### config.mk
export PLATFORM = sky130hd
export DESIGN_NAME = actor_motion_ctrl_flat
export DESIGN_NICKNAME = d
export VERILOG_FILES = /design/src/rtl/actor_motion_ctrl_if.sv /design/src/rtl/actor_motion_ctrl.sv /design/src/flat_wrapper.sv
export SDC_FILE = /design/constraint.sdc
export NUM_CORES = 1
export LEC_CHECK = 0
export ABC_AREA = 1
export BUFFER_PORTS_ARGS = -buffer_cell sky130_fd_sc_hd__buf_4
export CAP_MARGIN = 25
export CORE_MARGIN = 2
export CORE_UTILIZATION = 50
export DETAILED_ROUTE_END_ITERATION = 7
export GPL_TIMING_DRIVEN = 1
export PLACE_DENSITY = 0.73
export RECOVER_POWER = 25
export SETUP_SLACK_MARGIN = 0.3
export SLEW_MARGIN = 20
export SYNTH_ARGS = -nofsm -noshare
export SYNTH_HDL_FRONTEND = slang
export SYNTH_SLANG_ARGS = --single-unit
### constraint.sdc
create_clock -name Clk -period 4.1 [get_ports Clk]
set_input_delay 0.615 -clock Clk [delete_from_list [all_inputs] [get_ports Clk]]
set_output_delay 0.615 -clock Clk [all_outputs]
set_load 0.02 [all_outputs]
### src/rtl/actor_motion_ctrl_if.sv
// Wall-map probe channel between an actor controller (master) and the shared wall-map arbiter (slave).
// The controller holds req/x/y steady until it samples ack; wall is qualified by ack.
interface actor_motion_ctrl_if #(
  parameter int COORD_W = 10
);
  logic               probe_req;
  logic [COORD_W-1:0] probe_x;
  logic [COORD_W-1:0] probe_y;
  logic               probe_ack;
  logic               probe_wall;

  modport master (
    output probe_req, probe_x, probe_y,
    input  probe_ack, probe_wall
  );

  modport slave (
    input  probe_req, probe_x, probe_y,
    output probe_ack, probe_wall
  );
endinterface

### src/rtl/actor_motion_ctrl.sv
// Per-frame maze actor mover: buffered turn, wall probes over req/ack, then one step (pos moves 3/5 cycles after tick).
// Probes wait indefinitely for ack; ticks arriving while busy are dropped and flagged. Define WRAP_TUNNEL_EN for horizontal wrap.
module actor_motion_ctrl #(
  parameter int COORD_W   = 10,
  parameter int X_CENTER  = 320,
  parameter int Y_CENTER  = 350,
  parameter int X_MIN     = 0,
  parameter int X_MAX     = 639,
  parameter int Y_MIN     = 0,
  parameter int Y_MAX     = 479,
  parameter int SIZE      = 16,
  parameter int STEP      = 1,
  parameter int GRID      = 8,
  parameter int TURN_HOLD = 32
) (
  input  logic                Clk,
  input  logic                Reset_n,
  input  logic                frame_tick,
  input  logic [7:0]          keycode,
  actor_motion_ctrl_if.master probe,
  output logic [COORD_W-1:0]  pos_x,
  output logic [COORD_W-1:0]  pos_y,
  output logic [1:0]          dir,
  output logic                moving,
  output logic                busy,
  output logic                overrun
);
  localparam logic [1:0] DIR_L = 2'b00;
  localparam logic [1:0] DIR_R = 2'b01;
  localparam logic [1:0] DIR_D = 2'b10;
  localparam logic [1:0] DIR_U = 2'b11;
  localparam int OFF    = SIZE + STEP;
  localparam int HOLD_W = $clog2(TURN_HOLD + 1);

  typedef enum logic [1:0] {IDLE, PROBE_TURN, PROBE_FWD, UPDATE} state_t;
  state_t state, state_nx;

  logic               key_vld;
  logic [1:0]         key_dir;
  logic               qvalid;
  logic [1:0]         qdir;
  logic [1:0]         tdir;
  logic [1:0]         pdir;
  logic [HOLD_W-1:0]  hold;
  logic [HOLD_W-1:0]  hold_eff;
  logic               q_vld_eff;
  logic [1:0]         qdir_eff;
  logic               aligned;
  logic               turn_ok;
  logic               tick_take;
  logic               probe_done;
  logic               turn_clear;
  logic               go;
  logic [COORD_W-1:0] pt_x;
  logic [COORD_W-1:0] pt_y;

  always_comb begin
    key_vld = 1'b1;
    key_dir = DIR_L;
    case (keycode)
      8'h04:   key_dir = DIR_L;
      8'h07:   key_dir = DIR_R;
      8'h16:   key_dir = DIR_D;
      8'h1A:   key_dir = DIR_U;
      default: key_vld = 1'b0;
    endcase
  end

  // A key arriving with the tick is taken first, so the tick sees the fresh request.
  assign q_vld_eff  = key_vld | qvalid;
  assign qdir_eff   = key_vld ? key_dir : qdir;
  assign hold_eff   = key_vld ? HOLD_W'(TURN_HOLD) : hold;
  assign aligned    = qdir_eff[1] ? ((pos_x % COORD_W'(GRID)) == '0)
                                  : ((pos_y % COORD_W'(GRID)) == '0);
  assign turn_ok    = q_vld_eff && (!moving || (qdir_eff == {dir[1], ~dir[0]}) || aligned);
  assign tick_take  = frame_tick && (state == IDLE);
  assign probe_done = probe.probe_req && probe.probe_ack;
  assign turn_clear = probe_done && (state == PROBE_TURN) && !probe.probe_wall;
  assign busy       = (state != IDLE);
  assign pdir       = (state == PROBE_TURN) ? tdir : dir;

  always_comb begin
    pt_x = pos_x;
    pt_y = pos_y;
    case (pdir)
      DIR_L:   pt_x = (int'(pos_x) < OFF) ? '0 : pos_x - COORD_W'(OFF);
      DIR_R:   pt_x = pos_x + COORD_W'(OFF);
      DIR_D:   pt_y = pos_y + COORD_W'(OFF);
      default: pt_y = (int'(pos_y) < OFF) ? '0 : pos_y - COORD_W'(OFF);
    endcase
  end

  always_ff @(posedge Clk or negedge Reset_n) begin
    if (!Reset_n) state <= IDLE;
    else          state <= state_nx;
  end

  always_comb begin
    state_nx = state;
    case (state)
      IDLE: begin
        if (frame_tick) begin
          if (turn_ok)     state_nx = PROBE_TURN;
          else if (moving) state_nx = PROBE_FWD;
        end
      end
      PROBE_TURN: if (probe_done) state_nx = (probe.probe_wall && moving) ? PROBE_FWD : UPDATE;
      PROBE_FWD:  if (probe_done) state_nx = UPDATE;
      default:    state_nx = IDLE;
    endcase
  end

  always_ff @(posedge Clk or negedge Reset_n) begin
    if (!Reset_n) begin
      probe.probe_req <= 1'b0;
      probe.probe_x   <= '0;
      probe.probe_y   <= '0;
    end else if (probe_done) begin
      probe.probe_req <= 1'b0;
    end else if ((state == PROBE_TURN || state == PROBE_FWD) && !probe.probe_req) begin
      probe.probe_req <= 1'b1;
      probe.probe_x   <= pt_x;
      probe.probe_y   <= pt_y;
    end
  end

  always_ff @(posedge Clk or negedge Reset_n) begin
    if (!Reset_n) begin
      qvalid  <= 1'b0;
      qdir    <= DIR_L;
      hold    <= '0;
      tdir    <= DIR_L;
      dir     <= DIR_L;
      go      <= 1'b0;
      overrun <= 1'b0;
    end else begin
      if (turn_clear) begin
        dir    <= tdir;
        qvalid <= 1'b0;
      end
      if (key_vld) begin
        qdir   <= key_dir;
        qvalid <= 1'b1;
        hold   <= HOLD_W'(TURN_HOLD);
      end
      if (tick_take) begin
        tdir <= qdir_eff;
        if (hold_eff != '0) begin
          hold <= hold_eff - HOLD_W'(1);
          if (hold_eff == HOLD_W'(1)) qvalid <= 1'b0;
        end
      end
      if (probe_done)         go      <= !probe.probe_wall;
      if (frame_tick && busy) overrun <= 1'b1;
    end
  end

  always_ff @(posedge Clk or negedge Reset_n) begin
    if (!Reset_n) begin
      pos_x  <= COORD_W'(X_CENTER);
      pos_y  <= COORD_W'(Y_CENTER);
      moving <= 1'b0;
    end else if (state == UPDATE) begin
      moving <= go;
      if (go) begin
        case (dir)
          DIR_L: begin
            if (int'(pos_x) < X_MIN + SIZE + STEP) begin
`ifdef WRAP_TUNNEL_EN
              pos_x  <= COORD_W'(X_MAX - SIZE);
`else
              pos_x  <= COORD_W'(X_MIN + SIZE);
              moving <= 1'b0;
`endif
            end else begin
              pos_x <= pos_x - COORD_W'(STEP);
            end
          end
          DIR_R: begin
            if (int'(pos_x) + STEP > X_MAX - SIZE) begin
`ifdef WRAP_TUNNEL_EN
              pos_x  <= COORD_W'(X_MIN + SIZE);
`else
              pos_x  <= COORD_W'(X_MAX - SIZE);
              moving <= 1'b0;
`endif
            end else begin
              pos_x <= pos_x + COORD_W'(STEP);
            end
          end
          DIR_D: begin
            if (int'(pos_y) + STEP > Y_MAX - SIZE) begin
              pos_y  <= COORD_W'(Y_MAX - SIZE);
              moving <= 1'b0;
            end else begin
              pos_y <= pos_y + COORD_W'(STEP);
            end
          end
          default: begin
            if (int'(pos_y) < Y_MIN + SIZE + STEP) begin
              pos_y  <= COORD_W'(Y_MIN + SIZE);
              moving <= 1'b0;
            end else begin
              pos_y <= pos_y - COORD_W'(STEP);
            end
          end
        endcase
      end
    end
  end
endmodule

### src/flat_wrapper.sv
// flat-port wrapper written by rule: the top's interface ports become plain ports
module actor_motion_ctrl_flat 
#(
  parameter int COORD_W   = 10,
  parameter int X_CENTER  = 320,
  parameter int Y_CENTER  = 350,
  parameter int X_MIN     = 0,
  parameter int X_MAX     = 639,
  parameter int Y_MIN     = 0,
  parameter int Y_MAX     = 479,
  parameter int SIZE      = 16,
  parameter int STEP      = 1,
  parameter int GRID      = 8,
  parameter int TURN_HOLD = 32
)
  (Clk, Reset_n, frame_tick, keycode, pos_x, pos_y, dir, moving, busy, overrun, probe_probe_req, probe_probe_x, probe_probe_y, probe_probe_ack, probe_probe_wall);
  actor_motion_ctrl_if #(.COORD_W(COORD_W)) probe_i ();
  input  logic Clk;
  input  logic Reset_n;
  input  logic frame_tick;
  input  logic [7:0] keycode;
  output logic [COORD_W-1:0] pos_x;
  output logic [COORD_W-1:0] pos_y;
  output logic [1:0] dir;
  output logic moving;
  output logic busy;
  output logic overrun;
  output wire logic [$bits(probe_i.probe_req)-1:0] probe_probe_req;
  output wire logic [$bits(probe_i.probe_x)-1:0] probe_probe_x;
  output wire logic [$bits(probe_i.probe_y)-1:0] probe_probe_y;
  input wire logic [$bits(probe_i.probe_ack)-1:0] probe_probe_ack;
  input wire logic [$bits(probe_i.probe_wall)-1:0] probe_probe_wall;
  assign probe_probe_req = probe_i.probe_req;
  assign probe_probe_x = probe_i.probe_x;
  assign probe_probe_y = probe_i.probe_y;
  assign probe_i.probe_ack = probe_probe_ack;
  assign probe_i.probe_wall = probe_probe_wall;
  actor_motion_ctrl #(.COORD_W(COORD_W), .X_CENTER(X_CENTER), .Y_CENTER(Y_CENTER), .X_MIN(X_MIN), .X_MAX(X_MAX), .Y_MIN(Y_MIN), .Y_MAX(Y_MAX), .SIZE(SIZE), .STEP(STEP), .GRID(GRID), .TURN_HOLD(TURN_HOLD)) u_core (.Clk(Clk), .Reset_n(Reset_n), .frame_tick(frame_tick), .keycode(keycode), .probe(probe_i), .pos_x(pos_x), .pos_y(pos_y), .dir(dir), .moving(moving), .busy(busy), .overrun(overrun));
endmodule
Word level (Yosys, flattened, before mapping) --
Index checks and enable logic that the tools add are counted.
Word-level totals: bits of input ports 13, bits in registers 59
Cells by class: add/sub/neg operators 11, magnitude comparators 4, muxes and demuxes 38, reductions and logical operators 30, bitwise operators 4, equal/unequal tests 17
Operator list (number):
- case mux 10 bit (2 select lines) | 4
- 2-to-1 mux 10 bit | 6
- > comparator 32 x 10 -> 1 bit (second input constant) | 1
- > comparator 32 x 11 -> 1 bit (second input constant) | 1
- adder 10 x 1 -> 11 bit (second input constant) | 2
- adder 10 x 1 -> 10 bit (second input constant) | 2
- adder 10 x 5 -> 10 bit (second input constant) | 2
- zero test 10 bit | 2
- < comparator 10 x 5 -> 1 bit (second input constant) | 2
- subtractor 10 x 1 -> 10 bit (second input constant) | 2
- subtractor 10 x 5 -> 10 bit (second input constant) | 2
- 2-to-1 mux 6 bit | 3
- == test 8 x 3 -> 1 bit (second input constant) | 2
- == test 8 x 5 -> 1 bit (second input constant) | 2
- 2-to-1 mux 1 bit | 15
- 2-to-1 mux 2 bit | 7
- case mux 2 bit (3 select lines) | 2
- == test 2 bit (second input constant) | 4
- logical AND 1 bit | 8
- == test 2 x 1 -> 1 bit (second input constant) | 3
- == test 6 x 1 -> 1 bit (second input constant) | 1
- zero test 2 bit | 3
- AND reduction 3 bit | 2
- nonzero test 2 bit | 3
- other kinds (15) | 23

Logic depth before layout (Yosys ltp) --
Gate-level depths: netlist of the first run.
word-level depth 11, gate-level depth with buffers 16

Worst setup path after synthesis of the first run --
Ideal clock, no wire load.
kind input port to flip-flop, start point in keycode[0], end point reg u_core.hold[4], path buffers 0, data required time 3977 ps, setup slack 2124 ps, cell stages on the path 13, arrival 1853 ps, library setup time 123 ps, cells stage by stage inv_1 -> nand2_1 -> nor2_1 -> nand3_1 -> nand2_1 -> inv_2 -> nand2_1 -> ha_1 -> inv_1 -> nor2_1 -> nand2_1 -> xnor2_1 -> nor2_1
On the way: cells in the longest elaborated chain, start to end 7, elaborated cells on any way between the ends 11, those cells by class 1 x add/sub; 4 x eq/ne; 4 x mux; 2 x reduce/logical
Ends and longest elaborated chain:
- from (decl) | line flat_wrapper.sv:21 | input logic [7:0] keycode;
- == test 8 x 3 -> 1 bit / == test 8 x 5 -> 1 bit (equally long branches) | line actor_motion_ctrl.sv:60 | case (keycode)
- OR reduction 4 bit (no source line) *
- 2-to-1 mux 1 bit * | line actor_motion_ctrl.sv:60
- 2-to-1 mux 6 bit * | line actor_motion_ctrl.sv:72, actor_motion_ctrl.sv:141
- subtractor 6 x 1 -> 6 bit / nonzero test 6 bit (equally long branches) | line actor_motion_ctrl.sv:149, actor_motion_ctrl.sv:148
- 2-to-1 mux 6 bit | line actor_motion_ctrl.sv:148 | if (hold_eff != '0) begin
- 2-to-1 mux 6 bit * | line actor_motion_ctrl.sv:146 | if (tick_take) begin
- to (signal assigned) | line actor_motion_ctrl.sv:144 | hold <= HOLD_W'(TURN_HOLD);
- to (signal assigned) | line actor_motion_ctrl.sv:149 | hold <= hold_eff - HOLD_W'(1);
- to (decl) | line actor_motion_ctrl.sv:44 | logic [HOLD_W-1:0] hold;
Mark *: on every way between the ends. The rest lies on a longest branch, timed or not. A chain may end at the register's enable or synchronous reset.

Worst setup path in the final report of the first run --
start point reg u_core.pos_y[0], end point reg u_core.pos_y[6]
On the way: cells in the longest elaborated chain, start to end 4, elaborated cells on any way between the ends 8, those cells by class 3 x add/sub; 2 x order compare; 3 x mux
Ends and longest elaborated chain:
- from (decl) | line actor_motion_ctrl.sv:22 | output logic [COORD_W-1:0] pos_y,
- from (signal assigned) | line actor_motion_ctrl.sv:161 | pos_y <= COORD_W'(Y_CENTER);
- from (signal assigned) | line actor_motion_ctrl.sv:193 | pos_y <= COORD_W'(Y_MAX - SIZE);
- from (signal assigned) | line actor_motion_ctrl.sv:196 | pos_y <= pos_y + COORD_W'(STEP);
- adder 10 x 1 -> 11 bit | line actor_motion_ctrl.sv:192 | if (int'(pos_y) + STEP > Y_MAX - SIZE) begin
- > comparator 32 x 10 -> 1 bit | line actor_motion_ctrl.sv:192
- 2-to-1 mux 10 bit | line actor_motion_ctrl.sv:192
- case mux 10 bit (2 select lines) * | line actor_motion_ctrl.sv:166 | case (dir)
Marks and branches as above.

==> results of run 1 <==
-- stage by stage --
step | utilization [%] | area, um^2 | total power, mW
floorplan | - | 4340 | 3.24
global placement | 57.8 | 4800 | 4.03
detailed placement | 57.8 | 4800 | 4.07
CTS | 60.5 | 5020 | 4.70
global route | 60.5 | 5020 | 5.15
finish | 60.5 | 5020 | 4.73
-- how the worst max path moves through the flow --
stage / slack, ns / from / end
global route: 1.51 / u_core.state[1] / u_core.probe.probe_x[7]
floorplan: 2.12 / keycode[0] / u_core.hold[4]
detailed placement: 1.76 / keycode[0] / u_core.qvalid
finish: 1.68 / u_core.pos_y[0] / u_core.pos_y[6]
global placement: 1.80 / keycode[0] / u_core.hold[4]
CTS: 1.77 / u_core.state[1] / u_core.probe.probe_x[8]
-- cells by family (layout without fill, tap and decap cells) --
kind of cell	count (synthesis)	count (layout)	share of synthesized area, %
flip-flops	59	59	34.2
adder cells (fa/ha/maj)	14	14	4.04
XOR/XNOR	24	24	4.84
AO/OA/AOI/OAI	128	128	17.0
AND/OR/NAND/NOR	294	294	30.0
buffers and inverters	100	157	9.80
-- metal layers --
layer | wire [um] | part of all wire [%] | vias up | track usage [%]
li1 | - | - | 2124 | -
met3 | 730 | 6.3 | 10 | 5.25
met4 | 132 | 1.1 | 0 | 6.28
met2 | 5470 | 47 | 155 | 41.8
met5 | 0 | 0 | - | 0
met1 | 5330 | 46 | 2039 | 34.6
-- cells in the final DEF (no fill, tap or decap), drive strengths merged --
master and n:
a21oi 40, a211oi 2, dfrtp 51, nand3 41, dfstp 8, or2 5
nand3b 1, buf 59, bufinv 2, a41oi 1, o22ai 3, o21ai 56
o2111ai 2, nor2 82, a21o 1, xor2 22, a221oi 3, o22a 1
inv 82, nor3 8, ha 14, nand2 148, o211ai 4, o32ai 1
xnor2 2, clkinv 5, a31oi 12, clkbuf 9, o21a 1, o311ai 1
nand4 9
-- state kept, by name (all words and copies together), names as in the netlist --
register	cells
u_core.probe.probe_req	1
u_core.hold	6
u_core.qdir	2
u_core.tdir	2
u_core.probe.probe_x	10
u_core.probe.probe_y	10
u_core.go	1
u_core.pos_y	10
u_core.pos_x	10
u_core.moving	1
u_core.qvalid	1
u_core.dir	2
u_core.state	2
u_core.overrun	1
-- power by group --
part	switching [mW]	internal (mW)
clock network	0.274	0.347
logic	1.85	0.984
registers	0.382	0.893
total	2.51	2.22
-- final cells by class --
class,instances,area [um^2],share of cell area (%)
Sequential cell,59,1490,29.6
Clock inverter,7,100,1.99
Tap cell,105,131,2.62
Multi-Input combinational cell,460,2430,48.4
Timing Repair Buffer,59,443,8.82
Clock buffer,9,124,2.47
Inverter,82,308,6.13
==> reports/metrics.cfg, run 1 <==
[outcome]
status=finished, final reports clean

[detailed_routing]
routed-via-count=4328
vias_per_cell=5.54
drt-total-wl_um=11700
wire_per_inst_um=14.9
post-route-drc-count=0
first_pass_iters=4
ant_nets=0
drt-initial-drc-count=323

[cts]
cts_tree=yes
post_cts_resize_count=0
path_clk_slew_ns=0.07
htree_levels=3
clockBufferDepth=2
clk_latency_ns=0.36
cts_made_buffers=9
cts_hold_buf=0
cts-root-buf=clkbuf_8
cts_setup_buffers=0
clkSinkCount=59

[logic_synthesis]
syn_nets=646
synth_top_cells_by_count=144 x nand2_1, 74 x nor2_1, 71 x inv_1
synth_area_um2=4340
async_flop_share_pct=100
yosys-top-cells-area=dfrtp_1 29%, nand2_1 12%, nor2_1 6.4%, inv_1 6.1%, dfstp_2 4.8%
syn_area_per_cell_um2=7.01
synth_flop_cell=dfrtp_1
synth_top_cell_area_share_pct=29.4
yosysSeqAreaShare_pct=34.2
yosysWarnings=0
syn_inst=619
ys_ff_latch=59
yosysUniqueCellTypes=48
synth_top_area_cell=dfrtp_1
synth-edff-count=0
yosys.cell_count.top_type=nand2_1

[critical_path]
critical_path_class=register to register
cp.buffers_inverters=1
worstSetupEndpointType=register
reg2reg_from=u_core.pos_y[0]
required_ns=4.37
cp_slowest_cell=dfrtp_1
cp_num_cells=11
path_cells=inv_1 > ha_1 > nand3_1 > nand2_1 > nand2_1 > nor2_2 > nand3_2 > o21ai_1 > a31oi_1 > o21ai_0 > o21ai_0
cp_max_fo=9
crit_arrival_ns=2.69
rr_worst_depth=11
critPathTopFamily=simple AND/OR/NAND/NOR gates
startpoint_type=register
crit_path_max_incr_delay_ns=0.46
reg2reg_slack_ns=1.68
reg2reg_to=u_core.pos_y[6]

[die]
rows=33
ios=59
core-area_um2=8300
die_h_um=97.2
floorplan.initialDensity_pct=52.3
die_area_um2=9440
die-width_um=97.2

[sta]
hold_viol_final=0
finalClockSkew_ns=0.00423
final_min_period_over_clock_period_pct=59.1
tns_ns=0
maxSlewViolCount=0
fin_ws_ns=1.68
tightest_slew_ns=0.750
rsz0062_at_grt=no
setup_violations=0
slew_headroom_pct=50.0
max_freq_ghz=0.413
holdWs_ns=0.331
min_period_ns=2.42

[grt]
grt_pass1_vias=4196
grtUsageTotal_pct=25.5
grt-ovfl-total=0
grt_max_degree=60
antenna_found_initial=0
grt_pass1_wl_um=20100

[placement]
hpwl_um=8550
numPortBuffers=58
dpl_worst_slack_ns=1.76
place_congestion=0.949
place_inst=765

[flow_run]
maxCapViolations=0

[final_layout]
fillers=779
antenna_cells=0
syn2layout_area_growth_pct=15.7
layout-drive-gt1-share_pct=17.9
nets=698
instances_no_fill=781

[power_and_ir_drop]
power.density_nw_per_um2=942
max-vdd-ir-drop_mv=0.445
leakage_nw=2.53

[min_path]
worstHoldPathType=input port to asynchronous set/reset pin

Power figures use the tool's default switching activity.
==> run 2, diff against run 1 <==
--- a/config.mk
+++ b/config.mk
@@ -5,14 +5,14 @@
 export SDC_FILE = /design/constraint.sdc
 export NUM_CORES = 1
 export LEC_CHECK = 0
-export ABC_AREA = 1
+export ABC_AREA = 0
 export BUFFER_PORTS_ARGS = -buffer_cell sky130_fd_sc_hd__buf_4
 export CAP_MARGIN = 25
 export CORE_MARGIN = 2
 export CORE_UTILIZATION = 50
 export DETAILED_ROUTE_END_ITERATION = 7
 export GPL_TIMING_DRIVEN = 1
-export PLACE_DENSITY = 0.73
+export PLACE_DENSITY = 0.72
 export RECOVER_POWER = 25
 export SETUP_SLACK_MARGIN = 0.3
 export SLEW_MARGIN = 20
==> constraint.sdc (replaced) <==
create_clock -name Clk -period 2.5 [get_ports Clk]
set_input_delay 0.375 -clock Clk [delete_from_list [all_inputs] [get_ports Clk]]
set_output_delay 0.375 -clock Clk [all_outputs]
set_load 0.02 [all_outputs]
==> reports/metrics.cfg, run 2 <==
[grt]
grt_pass1_vias=4793
grt-ovfl-total=0
grt_pass1_wl_um=23500
antenna_found_initial=0
grtUsageTotal_pct=28.6
grt_max_degree=60

[critical_path]
reg2reg_from=u_core.pos_y[0]
crit_arrival_ns=2.45
cp.buffers_inverters=4
reg2reg_slack_ns=0.32
critical_path_class=register to register
critPathCapture=u_core.pos_y[2]
cp_max_fo=6
crit_start=u_core.pos_y[0]
critPathTopFamily=compound AO/OA/AOI/OAI gates
cp_num_cells=10
worstSetupEndpointType=register
reg2reg_to=u_core.pos_y[2]
path_cells=inv_4 > ha_4 > or3b_4 > a211oi_4 > buf_6 > buf_4 > buf_4 > o21ai_0 > a21oi_1 > a21oi_1
cp_slowest_cell=dfrtp_2
required_ns=2.78
startpoint_type=register
rr_worst_depth=10
crit_path_max_incr_delay_ns=0.43

[outcome]
status=complete, but fails checks
violations=max-capacitance violations, max-slew violations

[sta]
tns_ns=0
rsz0062_at_grt=yes
maxSlewViolCount=60
hold_viol_final=0
holdWs_ns=0.244
max_freq_ghz=0.459
slew_headroom_pct=-2.65
setup_violations=0
finalClockSkew_ns=0.0109
min_period_ns=2.18
tightest_slew_ns=1.54
final_min_period_over_clock_period_pct=87.1

[final_layout]
final_common_cell=buf_4
mostFrequentLayoutCells=113 x buf_4, 54 x nand2_1, 48 x nor2_1, 48 x dfrtp_1, 46 x a21oi_1
fillers=774
layout-drive-gt1-share_pct=28.2
syn2layout_area_growth_pct=24.8
antenna_cells=0
nets=704
fin_area_um2=5910

[logic_synthesis]
yosysWarnings=0
async_flop_share_pct=100
yosys-top-cells-area=dfrtp_1 27%, a21oi_1 5.1%, o21ai_0 5.1%, dfstp_2 4.4%, nand2_1 4.3%
synth-edff-count=0
synth_top_area_cell=dfrtp_1
syn_inst=596
syn_nets=623
yosys.cell_count.top_type=nand2_1
syn_area_per_cell_um2=7.94
ys_ff_latch=59
yosysUniqueCellTypes=80
synth_top_cell_area_share_pct=27.0
synth_top_cells_by_count=54 x nand2_1, 51 x dfrtp_1, 48 x a21oi_1, 48 x nor2_1, 48 x o21ai_0
synth_flop_cell=dfrtp_1
yosysSeqAreaShare_pct=31.4
synth_area_um2=4730

[cts]
cts_tree=yes
clkSinkCount=59
cts-root-buf=clkbuf_8
clk_latency_ns=0.35
htree_levels=3
cts_made_buffers=9
cts_hold_buf=0
clockBufferDepth=2
path_clk_slew_ns=0.08

[detailed_routing]
vias_per_cell=6.43
routed-via-count=5099
ant_nets=0
drt-total-wl_um=14500
drt-initial-drc-count=392
first_pass_iters=5
wire_per_inst_um=18.3
post-route-drc-count=0

[placement]
numPortBuffers=58
hpwl_um=10000
place_congestion=0.967
dpl_cell_area_um2=5410

[die]
core-area_um2=9200
rows=35
die_h_um=101
ios=59
die-width_um=101
floorplan.initialDensity_pct=51.5
die_area_um2=10300

[power_and_ir_drop]
power.density_nw_per_um2=1370
leakage_nw=2.46
swShare_pct=50.6
max-vdd-ir-drop_mv=0.767
comb_power_share_pct=65.5
pwr-share-clk_pct=11.1
p_int_mw=3.99
seqPwrFrac_pct=23.4
switching_power_mw=4.09

[flow_run]
maxCapViolations=1

[min_path]
worstHoldPathType=input port to register

-- run 2: changes by cell type in the layout (fill, tap and decap cells not counted), moves of 7 or more --
cell and delta:
and3_1 +10, buf_4 +54, inv_1 -53, mux2i_1 +8, nand2_1 -90, nor2_1 -25, nor3_1 +12, o21ai_0 +8
o31ai_1 +7, xor2_1 -18
-- run 2: worst min path at each step --
stage,cells after the start,startpoint,to
after CTS,1,Reset_n,u_core.probe.probe_x[6]
after floorplan,0,Reset_n,u_core.dir[0]
final,2,probe_probe_wall,u_core.go
after global placement,1,u_core.overrun,u_core.overrun
after detailed placement,2,u_core.probe.probe_x[8],u_core.probe.probe_x[8]
after global routing,2,probe_probe_wall,u_core.go
-- run 2: routing by layer --
metal,global-route usage [%],routed length [um]
met1,38.9,6370
met2,45.9,6980
met3,4.14,802
met4,11.3,376
met5,0,0
-- run 2: final cells by class --
cell class | count | area [um^2] | share of cell area, %
Inverter | 23 | 88.8 | 1.50
Sequential cell | 59 | 1490 | 25.2
Clock buffer | 9 | 124 | 2.10
Timing Repair Buffer | 116 | 876 | 14.8
Multi-Input combinational cell | 468 | 3120 | 52.9
Clock inverter | 7 | 68.8 | 1.16
Tap cell | 111 | 139 | 2.35
-- run 2: what timing repair did --
item                       4_1_cts  5_1_grt
hold endpoints to repair         0        0
gates resized for setup         10       27
buffers inserted                 6       14
pin swaps                        1        8
setup endpoints to repair       22       35
-- run 2: logic make-up (layout without fill, tap and decap cells) --
family / count (synthesis) / in the layout / share of synthesized area (%)
and+or+nand+nor: 213 / 213 / 22.9
muxes: 14 / 14 / 3.12
DFF: 59 / 59 / 31.4
xor gates and xnor gates: 11 / 11 / 2.03
AOI/OAI and AO/OA: 216 / 216 / 30.6
buffers and inverters: 69 / 155 / 6.21
adders and majority gates: 14 / 14 / 3.70
-- run 2: per-stage QoR --
step	total power, mW	utilization, %	cells	setup slack [ns]
finish	8.08	64.3	793	0.322
global route	8.67	64.3	793	0.256
CTS	7.74	62.0	779	0.248
detailed placement	6.71	58.8	757	0.101
global placement	6.64	58.8	757	0.200
floorplan	5.12	-	596	0.293
-- run 2: power by group through the flow --
| stage | logic [mW] | clock network (mW) | registers, mW |
|---|---|---|---|
| 2_1_floorplan | 3.06 | 0 | 2.05 |
| 3_3_place_gp | 4.77 | 0 | 1.87 |
| 3_5_place_dp | 4.82 | 0 | 1.89 |
| 4_1_cts | 4.96 | 0.910 | 1.87 |
| 5_1_grt | 5.76 | 0.949 | 1.96 |
| 6_report | 5.29 | 0.896 | 1.89 |
==> run 3, diff against run 2 <==
--- a/config.mk
+++ b/config.mk
@@ -8,6 +8,7 @@
 export ABC_AREA = 0
 export BUFFER_PORTS_ARGS = -buffer_cell sky130_fd_sc_hd__buf_4
 export CAP_MARGIN = 25
+export CORE_ASPECT_RATIO = 0.6
 export CORE_MARGIN = 2
 export CORE_UTILIZATION = 50
 export DETAILED_ROUTE_END_ITERATION = 7
==> reports/metrics.cfg, run 3 (synthesized netlist as in run 2, its figures left out) <==
[critical_path]
reg2reg_slack_ns=0.26
crit_arrival_ns=2.47
startpoint_type=register
reg2reg_from=u_core.pos_y[0]
crit_start=u_core.pos_y[0]
critical_path_class=register to register
worstSetupEndpointType=register
reg2reg_to=u_core.moving
crit_path_max_incr_delay_ns=0.43
rr_worst_depth=9
cp_max_fo=4
cp_slowest_cell=dfrtp_2
path_cells=inv_4 > ha_4 > or3b_4 > a211oi_4 > buf_4 > a31oi_2 > buf_4 > buf_4 > a21bo_1
required_ns=2.73
crit_top_cell=buf_4

[flow_run]
maxCapViolations=1

[sta]
tns_ns=0
final_min_period_over_clock_period_pct=89.8
min_period_ns=2.24
hold_viol_final=0
setup_violations=0
tightest_slew_ns=1.57
maxSlewViolCount=60
holdWs_ns=0.280
rsz0062_at_grt=yes
finalClockSkew_ns=0.0110
slew_headroom_pct=-4.34
max_freq_ghz=0.445

[grt]
grt-ovfl-total=0
grtUsageTotal_pct=30.7
grt_pass1_vias=4711
grt_max_degree=60
antenna_found_initial=1
grt_pass1_wl_um=24800

[min_path]
min_to=u_core.go
holdPathStages=2
worstHoldStart=probe_probe_wall
worstHoldPathType=input port to register

[cts]
path_clk_slew_ns=0.06
cts-root-buf=clkbuf_16
cts_tree=yes
clockBufferDepth=2
htree_levels=3
cts_made_buffers=9
clk_latency_ns=0.33
clkSinkCount=59

[final_layout]
mostFrequentLayoutCells=125 x buf_4, 54 x nand2_1, 48 x nor2_1
final_common_cell=buf_4
fin_util_pct=67.4
nets=721
antenna_cells=0
layout-drive-gt1-share_pct=30.6
syn2layout_area_growth_pct=30.8

[die]
ios=59
floorplan.initialDensity_pct=51.5
core-area_um2=9190
rows=27
die-width_um=130
die_h_um=79.4
die_area_um2=10300

[power_and_ir_drop]
max-vdd-ir-drop_mv=0.910
leakage_nw=2.59
total_power_mw=8.89
power.density_nw_per_um2=1440

[outcome]
violations=max-capacitance violations, max-slew violations
status=complete, but fails checks

[placement]
hpwl_um=11000
numPortBuffers=58
place_congestion=0.997

[detailed_routing]
drt-total-wl_um=16200
wire_per_inst_um=19.5
ant_nets=0
post-route-drc-count=0
first_pass_iters=5
vias_per_cell=6.48
routed-via-count=5375
drt-initial-drc-count=828

## run 3: routing by layer
| layer | GRT usage, % | wire, um | vias to the layer above |
|---|---|---|---|
| li1 | - | - | 2429 |
| met1 | 47.0 | 6920 | 2534 |
| met2 | 42.7 | 6930 | 393 |
| met3 | 8.65 | 2240 | 17 |
| met4 | 5.91 | 104 | 2 |
| met5 | 0 | 13 | - |
## run 3: through the flow
stage               worst slack [ns]  instances  area, um^2
finish                         0.255        829        6190
global route                   0.197        829        6190
CTS                            0.269        800        5820
detailed placement            0.0798        776        5430
global placement               0.140        776        5430
floorplan                      0.293        596        4760
## run 3: worst max-delay path by stage
stage | endpoint | slack (ns)
after global placement | u_core.probe.probe_y[8] | 0.14
after floorplan | u_core.probe.probe_y[2] | 0.29
after global routing | u_core.moving | 0.20
after detailed placement | u_core.probe.probe_y[2] | 0.08
final | u_core.moving | 0.26
after CTS | u_core.pos_y[1] | 0.27
## run 3: cell type report
cell class / instances / area [um^2]
clock buffer: 11 / 243
clock inverter: 5 / 30.0
fill: 749 / 3000
inverter: 23 / 88.8
multi-input combinational: 468 / 3140
sequential: 59 / 1500
tap: 130 / 163
timing repair buffer: 133 / 1030
## run 3: report_power, final
| part | total [mW] | switching (mW) | internal [mW] |
|---|---|---|---|
| sequential | 2.01 | 0.602 | 1.40 |
| combinational | 5.74 | 3.35 | 2.39 |
| clock | 1.14 | 0.452 | 0.691 |
| total | 8.89 | 4.41 | 4.49 |
## run 3: critical path, delay by kind of cell, from the launching register on
family	cells	cell delay (ns)
buf+inv	4	0.57
compound gates	3	0.58
simple gates	1	0.43
fa+ha+maj	1	0.14
flops	1	0.43
## run 3: what timing repair did
action,in CTS,in global routing
pin swaps,5,13
setup buffers,8,29
hold buffers,0,0
hold endpoints to repair,0,0
setup endpoints to repair,34,34
resized for setup,15,29
